$ cat src/rtl/mips_mem_pkg.sv
// Shared definitions for the load/store unit and its lane-alignment helper.
//   - Access-size encodings as they arrive on req_size.
//   - FSM state type for the load/store unit.
//   - Default base byte address of data-memory word 0.
//   - Conversion from a byte address to a data-memory word index.
package mips_mem_pkg;

  localparam logic [1:0] SIZE_BYTE = 2'b00;
  localparam logic [1:0] SIZE_HALF = 2'b01;
  localparam logic [1:0] SIZE_WORD = 2'b10;

  localparam logic [31:0] DEFAULT_BASE_ADDR = 32'h1001_0000;

  typedef enum logic [1:0] {
    IDLE   = 2'd0,
    ACCESS = 2'd1,
    WRITE  = 2'd2,
    ERROR  = 2'd3
  } lsu_state_t;

  // Word index of a byte address relative to the memory base.
  // Only meaningful for addresses that already passed the range check.
  function automatic logic [31:0] byte_to_word_index(input logic [31:0] addr,
                                                      input logic [31:0] base);
    logic [31:0] offset;
    offset = addr - base;
    return {2'b00, offset[31:2]};
  endfunction

endpackage

$ cat src/rtl/lsu_lane_align.sv
// Combinational lane handling for sub-word memory accesses.
// Ports:
//   byte_off    in  2   addr[1:0] of the access (little-endian lane select)
//   size        in  2   SIZE_BYTE / SIZE_HALF / SIZE_WORD
//   is_unsigned in  1   zero-extend loads when set, sign-extend otherwise
//   read_word   in  32  word read from data memory
//   store_data  in  32  store data; low byte/half used for sub-word stores
//   load_data   out 32  selected lane, extended to 32 bits
//   merged_word out 32  read_word with the target lane replaced by store data
module lsu_lane_align
  import mips_mem_pkg::*;
(
  input  logic [1:0]  byte_off,
  input  logic [1:0]  size,
  input  logic        is_unsigned,
  input  logic [31:0] read_word,
  input  logic [31:0] store_data,
  output logic [31:0] load_data,
  output logic [31:0] merged_word
);

  logic [7:0]  byte_lane;
  logic [15:0] half_lane;
  logic [4:0]  byte_shift;
  logic [4:0]  half_shift;

  // Halfword lane only depends on addr[1]; alignment of addr[0] is
  // enforced before this block is ever used for a halfword.
  assign byte_shift = {byte_off, 3'b000};
  assign half_shift = {byte_off[1], 4'b0000};

  assign byte_lane = read_word[byte_shift +: 8];
  assign half_lane = read_word[half_shift +: 16];

  always_comb begin
    load_data = read_word;
    case (size)
      SIZE_BYTE: load_data = {{24{~is_unsigned & byte_lane[7]}}, byte_lane};
      SIZE_HALF: load_data = {{16{~is_unsigned & half_lane[15]}}, half_lane};
      default:   load_data = read_word;
    endcase
  end

  always_comb begin
    merged_word = read_word;
    case (size)
      SIZE_BYTE: merged_word[byte_shift +: 8]  = store_data[7:0];
      SIZE_HALF: merged_word[half_shift +: 16] = store_data[15:0];
      default:   merged_word = store_data;
    endcase
  end

endmodule

$ cat src/rtl/load_store_unit.sv
// Load/store unit between the MEM pipeline stage and a word-wide data memory
// (asynchronous read, posedge write). One request in flight at a time;
// sub-word stores are performed as read-modify-write.
// Ports:
//   clk, reset                 clock and synchronous active-high reset
//   req_valid/ready            request handshake (ready only in IDLE)
//   req_store, req_size,
//   req_unsigned, req_addr,
//   req_wdata                  request fields, latched on acceptance
//   done, err, rdata           completion pulse, error flag, load result
//   dm_address, dm_write_data,
//   dm_mem_write, dm_mem_read,
//   dm_read_data               data-memory interface
module load_store_unit
  import mips_mem_pkg::*;
#(
  parameter int unsigned DATA_WIDTH   = 32,
  parameter int unsigned MEMORY_DEPTH = 1024,
  parameter logic [31:0] BASE_ADDR    = DEFAULT_BASE_ADDR
) (
  input  logic                  clk,
  input  logic                  reset,
  input  logic                  req_valid,
  output logic                  ready,
  input  logic                  req_store,
  input  logic [1:0]            req_size,
  input  logic                  req_unsigned,
  input  logic [DATA_WIDTH-1:0] req_addr,
  input  logic [DATA_WIDTH-1:0] req_wdata,
  output logic                  done,
  output logic                  err,
  output logic [DATA_WIDTH-1:0] rdata,
  output logic [DATA_WIDTH-1:0] dm_address,
  output logic [DATA_WIDTH-1:0] dm_write_data,
  output logic                  dm_mem_write,
  output logic                  dm_mem_read,
  input  logic [DATA_WIDTH-1:0] dm_read_data
);

  // One past the last valid byte address, kept 33 bits wide so a memory
  // ending at the top of the address space does not wrap.
  localparam logic [32:0] LIMIT_ADDR = {1'b0, BASE_ADDR} + 33'(4 * MEMORY_DEPTH);

  lsu_state_t  state_q, state_d;
  logic        store_q, store_d;
  logic [1:0]  size_q, size_d;
  logic        unsigned_q, unsigned_d;
  logic [31:0] addr_q, addr_d;
  logic [31:0] wdata_q, wdata_d;
  logic [31:0] merged_q, merged_d;
  logic [31:0] rdata_q, rdata_d;
  logic        done_q, done_d;
  logic        err_q, err_d;

  logic        size_ok;
  logic        align_ok;
  logic        range_ok;
  logic        req_ok;
  logic [31:0] word_idx;
  logic [31:0] lane_load_data;
  logic [31:0] lane_merged_word;

  logic [31:0] dm_address_c;
  logic [31:0] dm_write_data_c;
  logic        dm_mem_write_c;
  logic        dm_mem_read_c;

  // Checks are evaluated on the live request so the accept edge already
  // knows whether to head for ACCESS or ERROR.
  always_comb begin
    size_ok  = (req_size != 2'b11);
    align_ok = 1'b1;
    case (req_size)
      SIZE_HALF: align_ok = ~req_addr[0];
      SIZE_WORD: align_ok = (req_addr[1:0] == 2'b00);
      default:   align_ok = 1'b1;
    endcase
    range_ok = ({1'b0, req_addr} >= {1'b0, BASE_ADDR}) &&
               ({1'b0, req_addr} < LIMIT_ADDR);
    req_ok   = size_ok & align_ok & range_ok;
  end

  assign word_idx = byte_to_word_index(addr_q, BASE_ADDR);

  lsu_lane_align u_lane_align (
    .byte_off    (addr_q[1:0]),
    .size        (size_q),
    .is_unsigned (unsigned_q),
    .read_word   (dm_read_data),
    .store_data  (wdata_q),
    .load_data   (lane_load_data),
    .merged_word (lane_merged_word)
  );

  always_comb begin
    state_d         = state_q;
    store_d         = store_q;
    size_d          = size_q;
    unsigned_d      = unsigned_q;
    addr_d          = addr_q;
    wdata_d         = wdata_q;
    merged_d        = merged_q;
    rdata_d         = rdata_q;
    done_d          = 1'b0;
    err_d           = 1'b0;
    dm_address_c    = '0;
    dm_write_data_c = '0;
    dm_mem_write_c  = 1'b0;
    dm_mem_read_c   = 1'b0;

    case (state_q)
      IDLE: begin
        if (req_valid) begin
          store_d    = req_store;
          size_d     = req_size;
          unsigned_d = req_unsigned;
          addr_d     = req_addr;
          wdata_d    = req_wdata;
          state_d    = req_ok ? ACCESS : ERROR;
        end
      end

      ACCESS: begin
        dm_address_c = word_idx;
        if (store_q && size_q == SIZE_WORD) begin
          dm_write_data_c = wdata_q;
          dm_mem_write_c  = 1'b1;
          state_d         = IDLE;
          done_d          = 1'b1;
        end else if (store_q) begin
          // Sub-word store: capture the merged word, write it next cycle.
          dm_mem_read_c = 1'b1;
          merged_d      = lane_merged_word;
          state_d       = WRITE;
        end else begin
          dm_mem_read_c = 1'b1;
          rdata_d       = lane_load_data;
          state_d       = IDLE;
          done_d        = 1'b1;
        end
      end

      WRITE: begin
        dm_address_c    = word_idx;
        dm_write_data_c = merged_q;
        dm_mem_write_c  = 1'b1;
        state_d         = IDLE;
        done_d          = 1'b1;
      end

      ERROR: begin
        state_d = IDLE;
        done_d  = 1'b1;
        err_d   = 1'b1;
      end

      default: state_d = IDLE;
    endcase
  end

  always_ff @(posedge clk) begin
    if (reset) begin
      state_q    <= IDLE;
      store_q    <= 1'b0;
      size_q     <= SIZE_BYTE;
      unsigned_q <= 1'b0;
      addr_q     <= '0;
      wdata_q    <= '0;
      merged_q   <= '0;
      rdata_q    <= '0;
      done_q     <= 1'b0;
      err_q      <= 1'b0;
    end else begin
      state_q    <= state_d;
      store_q    <= store_d;
      size_q     <= size_d;
      unsigned_q <= unsigned_d;
      addr_q     <= addr_d;
      wdata_q    <= wdata_d;
      merged_q   <= merged_d;
      rdata_q    <= rdata_d;
      done_q     <= done_d;
      err_q      <= err_d;
    end
  end

  assign ready         = (state_q == IDLE);
  assign done          = done_q;
  assign err           = err_q;
  assign rdata         = rdata_q;
  assign dm_address    = dm_address_c;
  assign dm_write_data = dm_write_data_c;
  // The FSM state is not cleared until the reset edge itself, so the write
  // enable is masked directly to keep an aborted store out of memory.
  assign dm_mem_write  = dm_mem_write_c & ~reset;
  assign dm_mem_read   = dm_mem_read_c;

endmodule

$ cat config.mk
export PLATFORM = sky130hd
export DESIGN_NAME = load_store_unit
export DESIGN_NICKNAME = d
export VERILOG_FILES = /design/src/rtl/mips_mem_pkg.sv /design/src/rtl/lsu_lane_align.sv /design/src/rtl/load_store_unit.sv
export SDC_FILE = /design/constraint.sdc
export NUM_CORES = 1
export LEC_CHECK = 0
export CAP_MARGIN = 15
export CELL_PAD_IN_SITES_DETAIL_PLACEMENT = 1
export CELL_PAD_IN_SITES_GLOBAL_PLACEMENT = 2
export CORE_ASPECT_RATIO = 0.5
export CORE_MARGIN = 4
export CORE_UTILIZATION = 25
export DETAILED_ROUTE_END_ITERATION = 12
export PLACE_DENSITY = 0.89
export SLEW_MARGIN = 40
export SYNTH_ARGS = -nofsm -noshare
export SYNTH_HDL_FRONTEND = slang
export SYNTH_HIERARCHICAL = 1
export SYNTH_SLANG_ARGS = --single-unit
export TNS_END_PERCENT = 100
$ cat constraint.sdc
create_clock -name clk -period 2.12 [get_ports clk]
set_input_delay 0.424 -clock clk [delete_from_list [all_inputs] [get_ports clk]]
set_output_delay 0.424 -clock clk [all_outputs]
set_load 0.02 [all_outputs]
== Word level (Yosys, flattened, before mapping) ==
Cells that the tools add are included.

* Bits in registers: 136
* Bits in latches: 0
* Memory bits (writable): 0
* Bits in read-only memories: 0
* Bits of input ports: 103
* Output and inout bits: 101
* Word-level logic and storage cells: 71
* Memories kept: 0

* $add $sub $neg: 3
* Multipliers: 0
* Div/mod/pow operators: 0
* Magnitude comparators: 2
* Equal/unequal tests: 9
* Shifts and indexed selects: 6
* Mux-type cells: 21
* Bitwise gates (word level): 10
* Reductions and logical operators: 10

{| class="wikitable"
|+ Operator list
! operator !! count
|-
| case mux 32 bit (2 select lines) || 3
|-
| bitwise mux 32 bit || 2
|-
| >= comparator 32 x 29 -> 1 bit (second input constant) || 1
|-
| < comparator 32 x 29 -> 1 bit (second input constant) || 1
|-
| two-way mux 32 bit || 1
|-
| variable shift 16 x 7 -> 32 bit (first input constant) || 1
|-
| variable shift 8 x 7 -> 32 bit (first input constant) || 1
|-
| variable part select 16 x 7 -> 32 bit || 1
|-
| variable part select 32 x 6 -> 16 bit || 1
|-
| variable part select 32 x 6 -> 8 bit || 1
|-
| variable part select 8 x 7 -> 32 bit || 1
|-
| subtractor 32 x 29 -> 32 bit (second input constant) || 1
|-
| two-way mux 30 bit || 1
|-
| negation 5 -> 7 bit || 2
|-
| == test 2 bit (second input constant) || 4
|-
| two-way mux 2 bit || 4
|-
| == test 2 x 1 -> 1 bit (second input constant) || 3
|-
| logical NOT 2 bit || 3
|-
| two-way mux 1 bit || 6
|-
| case mux 1 bit (2 select lines) || 3
|-
| case mux 2 bit (3 select lines) || 1
|-
| AND reduction 3 bit || 2
|-
| AND 1 bit || 5
|-
| inverter 1 bit || 5
|-
| 4 further kinds || 7
|}

== Depth between registers and ports, before layout ==
Gate-level depths: netlist of the first run.

* Depth after elaboration: 7
* Mapped depth: 11
* Gate-level depth less buffers: 8

== Hierarchy ==
The synthesis of the first run kept the hierarchy.

{| class="wikitable"
|+ By module, submodules not included
! module !! times used !! cells each !! area each (µm²) !! sequential area each (µm²)
|-
| load_store_unit || 1 || 773 || 5856.9 || 2722.6
|-
| lsu_lane_align || 1 || 300 || 1984.4 || 0.0
|}

== Worst setup path before layout of the first run ==
OpenSTA, ideal clock, no wires.

* Kind: reg2reg
* From: reg addr_q[1]
* To: reg merged_q[12]
* Setup time: 70 ps
* Arrival: 2242 ps
* Data required time: 2050 ps
* Setup slack: -192 ps
* Cell stages (with the launch flop): 12
* Buffers on the path: 3
* Clock period less this slack: 2312 ps
* Cells stage by stage: dfxtp_1 > buf_4 > inv_2 > buf_1 > ha_1 > nor3_4 > nand3b_1 > or2_2 > clkbuf_1 > o21ai_0 > nand2_1 > a21oi_1

* Cells in the longest elaborated chain, start to end: 4
* Elaborated cells on any way between the ends: 9
* Classes of those cells: add/sub: 2; shift: 4; mux: 3

{| class="wikitable"
|+ RTL lines
! item !! line !! text
|-
| from (decl) || load_store_unit.sv:48 || <nowiki>logic [31:0] addr_q, addr_d;</nowiki>
|-
| from (signal assigned) || load_store_unit.sv:178 || <nowiki>addr_q <= addr_d;</nowiki>
|-
| negation 5 -> 7 bit (on tied branches) || lsu_lane_align.sv:48, lsu_lane_align.sv:47 ||
|-
| variable part select 16 x 7 -> 32 bit, or another cell as far along || lsu_lane_align.sv:48 || <nowiki>SIZE_HALF: merged_word[half_shift +: 16] = store_data[15:0];</nowiki>
|-
| bitwise mux 32 bit (on tied branches) || lsu_lane_align.sv:48, lsu_lane_align.sv:47 ||
|-
| case mux 32 bit (2 select lines) (*) || lsu_lane_align.sv:46 || <nowiki>case (size)</nowiki>
|-
| net lane_merged_word[12] || load_store_unit.sv:61 || <nowiki>logic [31:0] lane_merged_word;</nowiki>
|-
| to (signal assigned) || load_store_unit.sv:180 || <nowiki>merged_q <= merged_d;</nowiki>
|-
| to (decl) || load_store_unit.sv:50 || <nowiki>logic [31:0] merged_q, merged_d;</nowiki>
|}

The timed path passes the listed nets; every way through them passes the cells marked *.
A chain may end at the register's enable or synchronous reset.

== Worst setup path in the final report of the first run ==
* From: reg addr_q[16]
* To: out dm_address[19]

* Cells in the longest elaborated chain, start to end: 2

{| class="wikitable"
|+ RTL lines
! item !! line !! text
|-
| subtractor 32 x 29 -> 32 bit || mips_mem_pkg.sv:26 || <nowiki>offset = addr - base;</nowiki>
|-
| two-way mux 30 bit || load_store_unit.sv:111 || <nowiki>case (state_q)</nowiki>
|-
| to (decl) || load_store_unit.sv:33 || <nowiki>output logic [DATA_WIDTH-1:0] dm_address,</nowiki>
|}

Every way passes these cells.

==> summary.md, run 1 <==
| Metric | Value |
|---|---|
| CP max stage cell | `or4_4` |
| Worst skew pair latency | `roughly 440 ps` |
| Critical Path Fanout Max | `4` |
| R2r endpoint | `merged_q[18]` |
| # rows | `between 40 and 50` |
| Syn Inst Count | `between 1000 and 1500` |
| Flop-to-flop setup slack | `60 ps` |
| Final hold viol count | `0` |
| Post-Place Cell Area | `approximately 0.011 sq mm` |
| Area grow syn2layout | `59.36%` |
| Drt via density | `roughly 5` |
| Synth Area in Compound Gates | `24.96%` |
| Die height | `around 130 um` |
| Critical path depth | `4` |
| Hold Slack | `~460 ps` |
| Cell Count, Final, Fillers Out | `approximately 1800` |
| Multi-input logic area | `0.005125 sq mm` |
| CTS Sinks | `136` |
| Critical Path AT | `roughly 2000 ps` |
| Fin nets | `1454` |
| Main synth FF type | `dfxtp_1` |
| Final worst setup slack | `-294.2 ps` |
| Commonest non-fill, non-tap cell in the layout | `nand2_1` |
| H-tree levels | `4` |
| Max Freq | `0.4142 GHz` |
| Post-synth cell types | `58` |
| Hold path cells | `2` |
| Die Wd | `approximately 260 um` |
| Simple-gate area share of the yosys netlist | `between 20% and 30%` |
| Die area | `0.03443 sq mm` |
| Post-layout min period | `2414 ps` |
| Worst Path Required | `1700 ps` |
| Power Total | `slightly above 9 mW` |
| DR vias | `roughly 9000` |
| Commonest cells after routing, fill and taps aside | `nand2_1 (324), a21oi_1 (157), clkdlybuf4s50_1 (135), dfxtp_1 (128), buf_4 (113)` |
| XOR/XNOR share of the synthesized area | `around 1%` |
| RSZ-0062 raised after global routing | `yes` |
| Longest Clk Path Bufs | `2` |
| Type of origin of the critical path | `flop` |
| Synth Cell Area | `0.007841 sq mm` |
| Filler instances | `3669` |
| Sequential-to-total area share from yosys stat | `between 30% and 40%` |
| Async SR Flop Fraction | `0%` |
| Failing checks | `negative setup slack` |
| CTS tree | `built` |
| Post-synth EDFFs | `0` |
| Vias in the first global route | `9574` |
| Total gr overflow | `0` |
| R2R depth | `7` |
| Io pins | `204` |
| Status | `finished with violations` |
| Port Buffers | `201` |
| Power density over the cells | `between 700 and 800 mW/mm^2` |
| Avg WL per Cell | `20.60 um` |
| Final setup TNS | `-9420 ps` |
| CTS Buf Count | `17` |
| Layout cells sized above 1 | `27.76%` |
| Register bit total from synthesis | `136` |
| Period utilisation layout | `113.9%` |
| Hold Path End | `rdata[28]` |
| Multiplexer share of the synthesized area | `2.649%` |
| Largest net degree at the start of global routing | `between 100 and 150` |
| Leak pwr | `4.617 nW` |
| Largest family of logic cells by synthesized area | `simple AND/OR/NAND/NOR gates` |
| Tot GR Track Use | `20.35%` |
| Initial core utilization | `25.60%` |
| Critical path class | `flop to output port` |
| Syn. warnings | `6` |
| Clock root buffer | `clkbuf_16` |
| Slew @ Worst Pin | `670.1 ps` |
| Register area | `0.002740 sq mm` |
| Final wirelength | `36630 um` |
| Max VDD drop | `0.4253 mV` |
| Max-slew violations | `0` |
| Max_slew headroom | `55.33%` |
| GP Congestion | `between 0.8 and 0.9` |
| Max stage delay on crit path | `560 ps` |
| CP endpoint kind | `output port` |
| Clk slew on worst S/H paths | `60 ps` |
| Buf/Inv on CP | `1` |
| Iter 0 DRT Violations | `595` |
| First-pass GRT wire length | `54970 um` |
| Initial antenna violation count | `4` |
| Clock Skews | `6.052 ps` |
| Design Area, Final | `0.01250 sq mm` |
| Post-DP HPWL | `24930 um` |
| Worst-path cell chain | `or4_4 -> or3_4 -> a21boi_2 -> buf_6` |
| Cell family contributing the most delay on the critical path | `simple AND/OR/NAND/NOR gates` |
| Core area | `0.03063 sq mm` |
| Syn_area_per_cell | `7.308 sq um` |
| Hold Path Origin | `rdata[28]` |
| Synth Area in Adders | `2.074%` |
| Max-Cap Viols | `0` |
| Cells after DPL | `between 1500 and 2000` |
| Antenna Nets Post-Route | `0` |
| Final count of negative-setup-slack endpoints | `63` |
| DRC | `0` |
| Post-CTS Hold Buffers | `0` |
| Worst r2r src | `addr_q[1]` |
| Initial DRT Pass Iterations | `6` |
| Worst hold path class | `flop to flop` |
-- power breakdown --
part / switching, mW / internal, mW
clock network: 1.16 / 1.72
logic: 1.73 / 1.68
registers: 0.138 / 2.72
total: 3.02 / 6.13
-- flip-flops by register name (all words and copies together), names as in the netlist --
name        count
size_q          2
done            1
rdata          32
store_q         1
state_q         2
err             1
merged_q       32
unsigned_q      1
addr_q         32
wdata_q        32
-- stage by stage --
stage                     utilization, %  setup slack, ps
final                              40.80           -294.2
after global routing               40.80           -386.5
after CTS                          39.48           -300.4
after detailed placement           35.65           -338.1
after global placement             35.65           -321.7
after floorplan                        -            5.116
-- metal layers --
layer,part of all wire (%),global-route usage [%],vias to the layer above
li1,-,-,4201
met3,3.9,4.179,74
met2,52,36.82,233
met5,0,0,-
met4,3.5,8.772,0
met1,41,23.38,4530
-- worst max-delay path by stage --
stage                           to       start  slack, ps
floorplan           dm_address[28]  addr_q[16]          5
global placement    dm_address[19]  addr_q[16]       -320
detailed placement  dm_address[19]  addr_q[16]       -340
CTS                 dm_address[19]  addr_q[16]       -300
global route        dm_address[28]  addr_q[17]       -390
finish              dm_address[19]  addr_q[16]       -290
-- layout make-up --
type | count | share of cell area (%)
Inverter | 27 | 0.8311
Sequential cell | 136 | 21.93
Multi-Input combinational cell | 822 | 41.01
Tap cell | 423 | 4.236
Antenna cell | 4 | 0.08010
Clock buffer | 24 | 3.935
Timing Repair Buffer | 334 | 27.42
Clock inverter | 8 | 0.5607
-- what timing repair did --
action                     4_1_cts  5_1_grt
setup buffers                   13       11
gates cloned                     8        3
pin swaps                       19       32
resized for setup              427       94
setup endpoints to repair       78       77
-- synth_stat cells, types with 3 or more instances --
master	number	area (sq um)
a211o_1	6	52.55
a21o_1	3	22.52
a21oi_1	158	790.8
a21oi_2	10	87.58
a221o_1	14	140.1
a221oi_1	7	61.31
a222oi_1	8	80.08
a22o_1	12	105.1
a22oi_1	47	352.8
and2_1	24	150.1
buf_1	6	22.52
buf_2	14	70.07
buf_4	3	22.52
clkbuf_1	64	240.2
dfxtp_1	136	2723
ha_1	13	162.7
inv_1	26	97.59
mux2_2	14	157.7
mux2i_1	5	50.05
nand2_1	329	1235
nand2b_1	10	62.56
nand3_1	5	25.02
nor2_1	10	37.54
nor2b_1	55	344.1
nor3_1	3	15.01
nor3b_1	8	60.06
nor4_1	3	18.77
nor4_4	3	63.81
nor4b_1	3	26.28
o21ai_0	16	80.08
o21ai_1	3	15.01
o2bb2ai_1	7	61.31
or2_2	4	25.02
or3_1	3	18.77
xnor2_1	7	61.31
-- cell families (layout without fill, tap and decap cells) --
logic type                 count (synthesis)  after routing
adders and majority gates                 13             13
xor gates and xnor gates                   9              9
muxes                                     19             19
AOI/OAI and AO/OA                        304            304
DFF                                      136            136
other                                      1              6
buffers and inverters                    116            393
and+or+nand+nor                          475            475
-- tightest hold or removal path, cell delays in order (launching register included) --
cell and delay, ps:
dfxtp_1 310, nand2_1 50, a21oi_1 50
Power figures use the tool's default switching activity.
==> run 2, diff against run 1 <==
CORE_MARGIN = default   (was 4)
==> run 2 against run 1 <==
The flow still finishes with violations (negative setup slack). Register-to-register slack about the same. Die area decreased by 6.7%. Maximum frequency decreased by 1.5%. Clock-buffer cell count decreased by 3. Global-route usage increased by 0.91 points. First-iteration DRC count decreased by 5.4%. Largest cell class unchanged.
==> summary.md, run 2 (synthesis gave the netlist of run 1 again) <==
| Metric | Value |
|---|---|
| Worst Path Required | `1700 ps (about the same)` |
| Worst hold path class | `flop to flop` |
| GP Congestion | `0.9105 (+4.2%)` |
| Comb pwr share | `35.4% (-1.8 points)` |
| Max-slew violations | `0 (unchanged)` |
| Max-Cap Viols | `0 (unchanged)` |
| Power Total | `9.381 mW (+2.4%)` |
| Area grow syn2layout | `60.30%` |
| H-tree levels | `4 (unchanged)` |
| First-pass GRT wire length | `52590 um (-4.3%)` |
| Switching portion of total power | `32.56% (-0.47 points)` |
| Power density over the cells | `746.3 mW/mm^2 (+1.8%)` |
| Design Area, Final | `0.01257 sq mm (+0.59%)` |
| # rows | `45 (unchanged)` |
| Met1 Resource Use GR | `25.80% (+2.4 points)` |
| CTS Sinks | `136 (unchanged)` |
| Failing checks | `negative setup slack` |
| Final worst setup slack | `-331.0 ps (-36.79 ps)` |
| Clk slew on worst S/H paths | `60 ps (about the same)` |
| Final setup TNS | `-8773 ps (+647.7 ps)` |
| GRT met2 Usage | `36.96% (+0.14 points)` |
| Commonest non-fill, non-tap cell in the layout | `nand2_1` |
| CTS Buf Count | `17 (unchanged)` |
| Slew @ Worst Pin | `678.1 ps (+8.060 ps)` |
| Critical Path AT | `2030 ps (+40 ps)` |
| Clock Skews | `8.852 ps (+2.800 ps)` |
| Sw Pwr | `3.055 mW (+0.99%)` |
| DRC | `0 (unchanged)` |
| Part of the power in registers | `30.5% (-0.8 points)` |
| Core area | `0.03057 sq mm (-0.18%)` |
| Max VDD drop | `0.6184 mV (+45%)` |
| Initial antenna violation count | `1 (-3)` |
| Internal power | `6.326 mW (+3.2%)` |
| Final count of negative-setup-slack endpoints | `63 (unchanged)` |
| Filler instances | `3582 (-2.4%)` |
| Fin nets | `1460 (+0.41%)` |
| Post-Place Cell Area | `0.01099 sq mm (+0.64%)` |
| Avg WL per Cell | `19.95 um (-3.2%)` |
| Vias in the first global route | `9243 (-3.5%)` |
| Longest Clk Path Bufs | `2 (unchanged)` |
| Initial DRT Pass Iterations | `5 (-1)` |
| Layout cells sized above 1 | `28.30% (+0.54 points)` |
| Max Freq | `0.4080 GHz (-1.5%)` |
| Period utilisation layout | `115.6% (+1.7 points)` |
| Iter 0 DRT Violations | `563 (-5.4%)` |
| Status | `finished with violations` |
| Final wirelength | `35540 um (-3.0%)` |
| RSZ-0062 raised after global routing | `yes` |
| Clock root buffer | `clkbuf_16` |
| Die height | `127.2 um (-4.5%)` |
| CTS tree | `built` |
| Post-DP HPWL | `24240 um (-2.8%)` |
| Post-layout min period | `2451 ps (+36.79 ps)` |
| Die area | `0.03212 sq mm (-6.7%)` |
| Critical path class | `flop to output port` |
| Critical Path Fanout Max | `4 (unchanged)` |
| CP endpoint kind | `output port` |
| Die Wd | `252.5 um (-2.3%)` |
| Type of origin of the critical path | `flop` |
| Total gr overflow | `0 (unchanged)` |
| Worst skew pair latency | `450 ps (about the same)` |
| Tot GR Track Use | `21.25% (+0.91 points)` |
| Final hold viol count | `0 (unchanged)` |
| Most Crowded Layer GR | `met2` |
| Initial core utilization | `25.65% (+0.047 points)` |
| Port Buffers | `201 (unchanged)` |
| DR vias | `8849 (-2.1%)` |
| Hold Slack | `454.6 ps (-3.840 ps)` |
| Drt via density | `4.969 (-2.3%)` |
| Commonest cells after routing, fill and taps aside | `nand2_1 (324), a21oi_1 (156), clkdlybuf4s50_1 (135), dfxtp_1 (126), buf_4 (125)` |
| Leak pwr | `4.669 nW (+1.1%)` |
| Antenna Nets Post-Route | `0 (unchanged)` |
| Max_slew headroom | `54.79% (-0.54 points)` |
| Clock share of power | `34.0% (+2.5 points)` |
| Met3 Usage GRT | `3.871% (-0.31 points)` |
| Largest net degree at the start of global routing | `137 (unchanged)` |
| Io pins | `204 (unchanged)` |
==> run 2: changes by cell type in the layout (fill, tap and decap cells not counted), sizes merged <==
cell,delta
buf,+5
clkbuf,-3
diode,-3
bufinv,+2
clkinvlp,+1
dlymetal6s2s,+1
==> run 2: what timing repair did <==
action,in CTS,in global routing
setup endpoints to repair,86,69
pin swaps,22,36
buffers inserted,14,9
hold buffers,0,0
cloned,5,6
resized for setup,418,93
==> run 2: routing by layer <==
layer | vias up | wire length (um)
li1 | 4207 | -
met1 | 4400 | 15430
met2 | 185 | 17840
met3 | 57 | 1214
met4 | 0 | 1056
met5 | - | 0
==> run 2: layout make-up <==
cell class | count | area [sq um] | area share [%]
Sequential cell | 136 | 2748 | 21.86
Tap cell | 423 | 529.3 | 4.211
Inverter | 27 | 108.9 | 0.8660
Antenna cell | 1 | 2.502 | 0.01991
Clock inverter | 11 | 145.1 | 1.155
Multi-Input combinational cell | 822 | 5124 | 40.76
Clock buffer | 21 | 480.5 | 3.822
Timing Repair Buffer | 340 | 3432 | 27.30
==> run 2: path summary, 6_finish.rpt <==
check | from | slack (ps) | to | cells past startpoint
worst max-delay path | addr_q[16] | -330 | dm_address[19] | 4
worst min register to register | rdata[11] | 450 | rdata[11] | 2
worst max register to register | size_q[1] | 70 | merged_q[10] | 9
worst min-delay path | rdata[11] | 450 | rdata[11] | 2
==> run 2: power groups by stage <==
stage / combinational (mW) / sequential (mW) / clock (mW)
5_1_grt: 3.53 / 2.88 / 3.37
2_1_floorplan: 1.43 / 2.94 / 0
6_report: 3.32 / 2.86 / 3.19
4_1_cts: 3.00 / 2.86 / 3.25
3_3_place_gp: 2.75 / 2.89 / 0
3_5_place_dp: 2.80 / 2.90 / 0
==> run 2: critical path, stage by stage, from the launching register on <==
cell and delay [ps]:
dfxtp_4 360, or4_4 570, or3_4 350, a21boi_2 160
buf_6 140
==> run 2: through the flow <==
| step | cells | util (%) | setup slack [ps] |
|---|---|---|---|
| 2_1_floorplan | 1074 | - | 5.116 |
| 3_3_place_gp | 1719 | 35.95 | -397.0 |
| 3_5_place_dp | 1719 | 35.95 | -401.8 |
| 4_1_cts | 1769 | 39.59 | -321.8 |
| 5_1_grt | 1781 | 41.11 | -379.8 |
| 6_report | 1781 | 41.11 | -331.0 |
==> run 3, diff against run 2 <==
--- a/config.mk
+++ b/config.mk
@@ -10,7 +10,8 @@
 export CELL_PAD_IN_SITES_GLOBAL_PLACEMENT = 2
 export CORE_ASPECT_RATIO = 0.5
-export CORE_UTILIZATION = 25
+export CORE_UTILIZATION = 27
 export DETAILED_ROUTE_END_ITERATION = 12
-export PLACE_DENSITY = 0.89
+export PLACE_DENSITY = 0.91
+export SKIP_CTS_REPAIR_TIMING = 1
 export SLEW_MARGIN = 40
 export SYNTH_ARGS = -nofsm -noshare
==> constraint.sdc (replaced) <==
create_clock -name clk -period 2.52 [get_ports clk]
set_input_delay 0.252 -clock clk [delete_from_list [all_inputs] [get_ports clk]]
set_output_delay 0.252 -clock clk [all_outputs]
set_load 0.02 [all_outputs]
==> run 3 against run 2 <==
Clock skew shrank 4.4 ps. Largest power group is now clock. Setup slack improved by 420 ps. Routed wire length is 11% lower. The flow now finishes without violations.
==> summary.md, run 3 (synthesis gave the netlist of run 1 again) <==
| Metric | Value |
|---|---|
| Cell Count, Final, Fillers Out | `1646 (-7.6%)` |
| CTS tree | `built` |
| CP endpoint kind | `flop` |
| Fin nets | `1366 (-6.4%)` |
| Final wirelength | `31740 um (-11%)` |
| Die height | `122.5 um (-3.7%)` |
| Iter 0 DRT Violations | `616 (+9.4%)` |
| Cells after DPL | `1609 (-6.4%)` |
| Worst Path Required | `2890 ps (+1190 ps)` |
| Total gr overflow | `0 (unchanged)` |
| H-tree levels | `4 (unchanged)` |
| Type of origin of the critical path | `flop` |
| Die area | `0.02977 sq mm (-7.3%)` |
| GP Congestion | `0.8609 (-5.4%)` |
| CTS Sinks | `136 (unchanged)` |
| Core area | `0.02814 sq mm (-8.0%)` |
| # rows | `43 (-4.4%)` |
| Commonest cells after routing, fill and taps aside | `nand2_1 (328), a21oi_1 (158), clkdlybuf4s50_1 (137), dfxtp_1 (132), dlymetal6s2s_1 (61)` |
| DR vias | `8443 (-4.6%)` |
| Avg WL per Cell | `19.28 um (-3.4%)` |
| Antenna Nets Post-Route | `0 (unchanged)` |
| Post-Place Cell Area | `0.01035 sq mm (-5.8%)` |
| Initial antenna violation count | `3 (+2)` |
| CTS Buf Count | `17 (unchanged)` |
| Clk slew on worst S/H paths | `60 ps (about the same)` |
| Max-slew violations | `0 (unchanged)` |
| Worst hold path class | `input port to flop` |
| Commonest non-fill, non-tap cell in the layout | `nand2_1` |
| DRC | `0 (unchanged)` |
| Vias in the first global route | `8665 (-6.3%)` |
| Slew @ Worst Pin | `635.8 ps (-42.38 ps)` |
| Post-layout min period | `2435 ps` |
| Initial core utilization | `27.87% (+2.2 points)` |
| Longest Clk Path Bufs | `2 (unchanged)` |
| Power density over the cells | `646.8 mW/mm^2 (-13%)` |
| Status | `completed` |
| Clock Skews | `4.447 ps (-4.405 ps)` |
| Area grow syn2layout | `42.45%` |
| Die Wd | `243.0 um (-3.7%)` |
| Max-Cap Viols | `0 (unchanged)` |
| Tot GR Track Use | `21.02% (-0.23 points)` |
| Max Freq | `0.4107 GHz` |
| Worst skew pair latency | `440 ps (about the same)` |
| Largest net degree at the start of global routing | `70 (-49%)` |
| Drt via density | `5.129 (+3.2%)` |
| Max VDD drop | `0.4461 mV (-28%)` |
| First-pass GRT wire length | `48400 um (-8.0%)` |
| Clock root buffer | `clkbuf_16` |
| Port Buffers | `201 (unchanged)` |
| Leak pwr | `4.896 nW (+4.8%)` |
| Critical path class | `flop to flop` |
| Initial DRT Pass Iterations | `5 (unchanged)` |
| Critical Path Fanout Max | `9 (+5)` |
| Layout cells sized above 1 | `10.30% (-18 points)` |
| Final count of negative-setup-slack endpoints | `0 (-100%)` |
| Max_slew headroom | `57.62% (+2.8 points)` |
| Post-DP HPWL | `22460 um (-7.3%)` |
| Io pins | `204 (unchanged)` |
| Design Area, Final | `0.01117 sq mm (-11%)` |
| Period utilisation layout | `96.63%` |
| Filler instances | `3369 (-5.9%)` |
| Critical Path AT | `2810 ps (+780 ps)` |
| Final hold viol count | `0 (unchanged)` |
-- run 3: where the power goes --
part	switching, mW	total, mW	internal [mW]
registers	0.134	2.42	2.29
logic	1.19	2.12	0.934
clock network	0.998	2.68	1.68
-- run 3: worst paths after layout --
check,slack (ps),cells past startpoint,startpoint,endpoint
setup reg to reg,80,8,addr_q[1],merged_q[28]
hold reg to reg,460,2,addr_q[6],addr_q[6]
setup / recovery,80,8,addr_q[1],merged_q[28]
hold / removal,220,2,reset,wdata_q[29]
-- run 3: cell type report --
| type | instances | area [sq um] | area share [%] |
|---|---|---|---|
| Sequential cell | 136 | 2728 | 24.42 |
| Antenna cell | 2 | 5.005 | 0.04481 |
| Tap cell | 382 | 478.0 | 4.279 |
| Timing Repair Buffer | 246 | 2572 | 23.03 |
| Clock buffer | 24 | 501.7 | 4.492 |
| Clock inverter | 7 | 115.1 | 1.031 |
| Multi-Input combinational cell | 822 | 4668 | 41.79 |
| Inverter | 27 | 101.3 | 0.9074 |
-- run 3: stage by stage --
step / setup WS, ps / total power [mW] / util, % / setup TNS (ps) / hold slack (ps)
after floorplan: 207.9 / 3.675 / - / 0 / 388.0
after global placement: 175.8 / 4.511 / 36.79 / 0 / 438.6
after detailed placement: 165.5 / 4.563 / 36.79 / 0 / 446.9
after CTS: -339.0 / 7.284 / 38.98 / -10430 / 207.2
after global routing: -29.39 / 7.564 / 39.68 / -30.36 / 250.9
final: 84.97 / 7.225 / 39.70 / 0 / 224.2
-- run 3: routing by layer --
metal	wire, um	global-route usage (%)	up-vias	share of wire, %
li1	-	-	4022	-
met1	13870	26.19	4163	44
met2	15670	36.13	205	49
met3	1504	4.702	51	4.7
met4	684	6.997	2	2.2
met5	17	0	-	0.054
-- run 3: worst max-delay path, cell delays in order (launching register included) --
cell and delay [ps]:
dfxtp_1 490, buf_4 230, ha_1 380, inv_1 150, nor4_1 460, a31oi_1 260
a21oi_1 200, nand2_1 70, a21oi_1 120
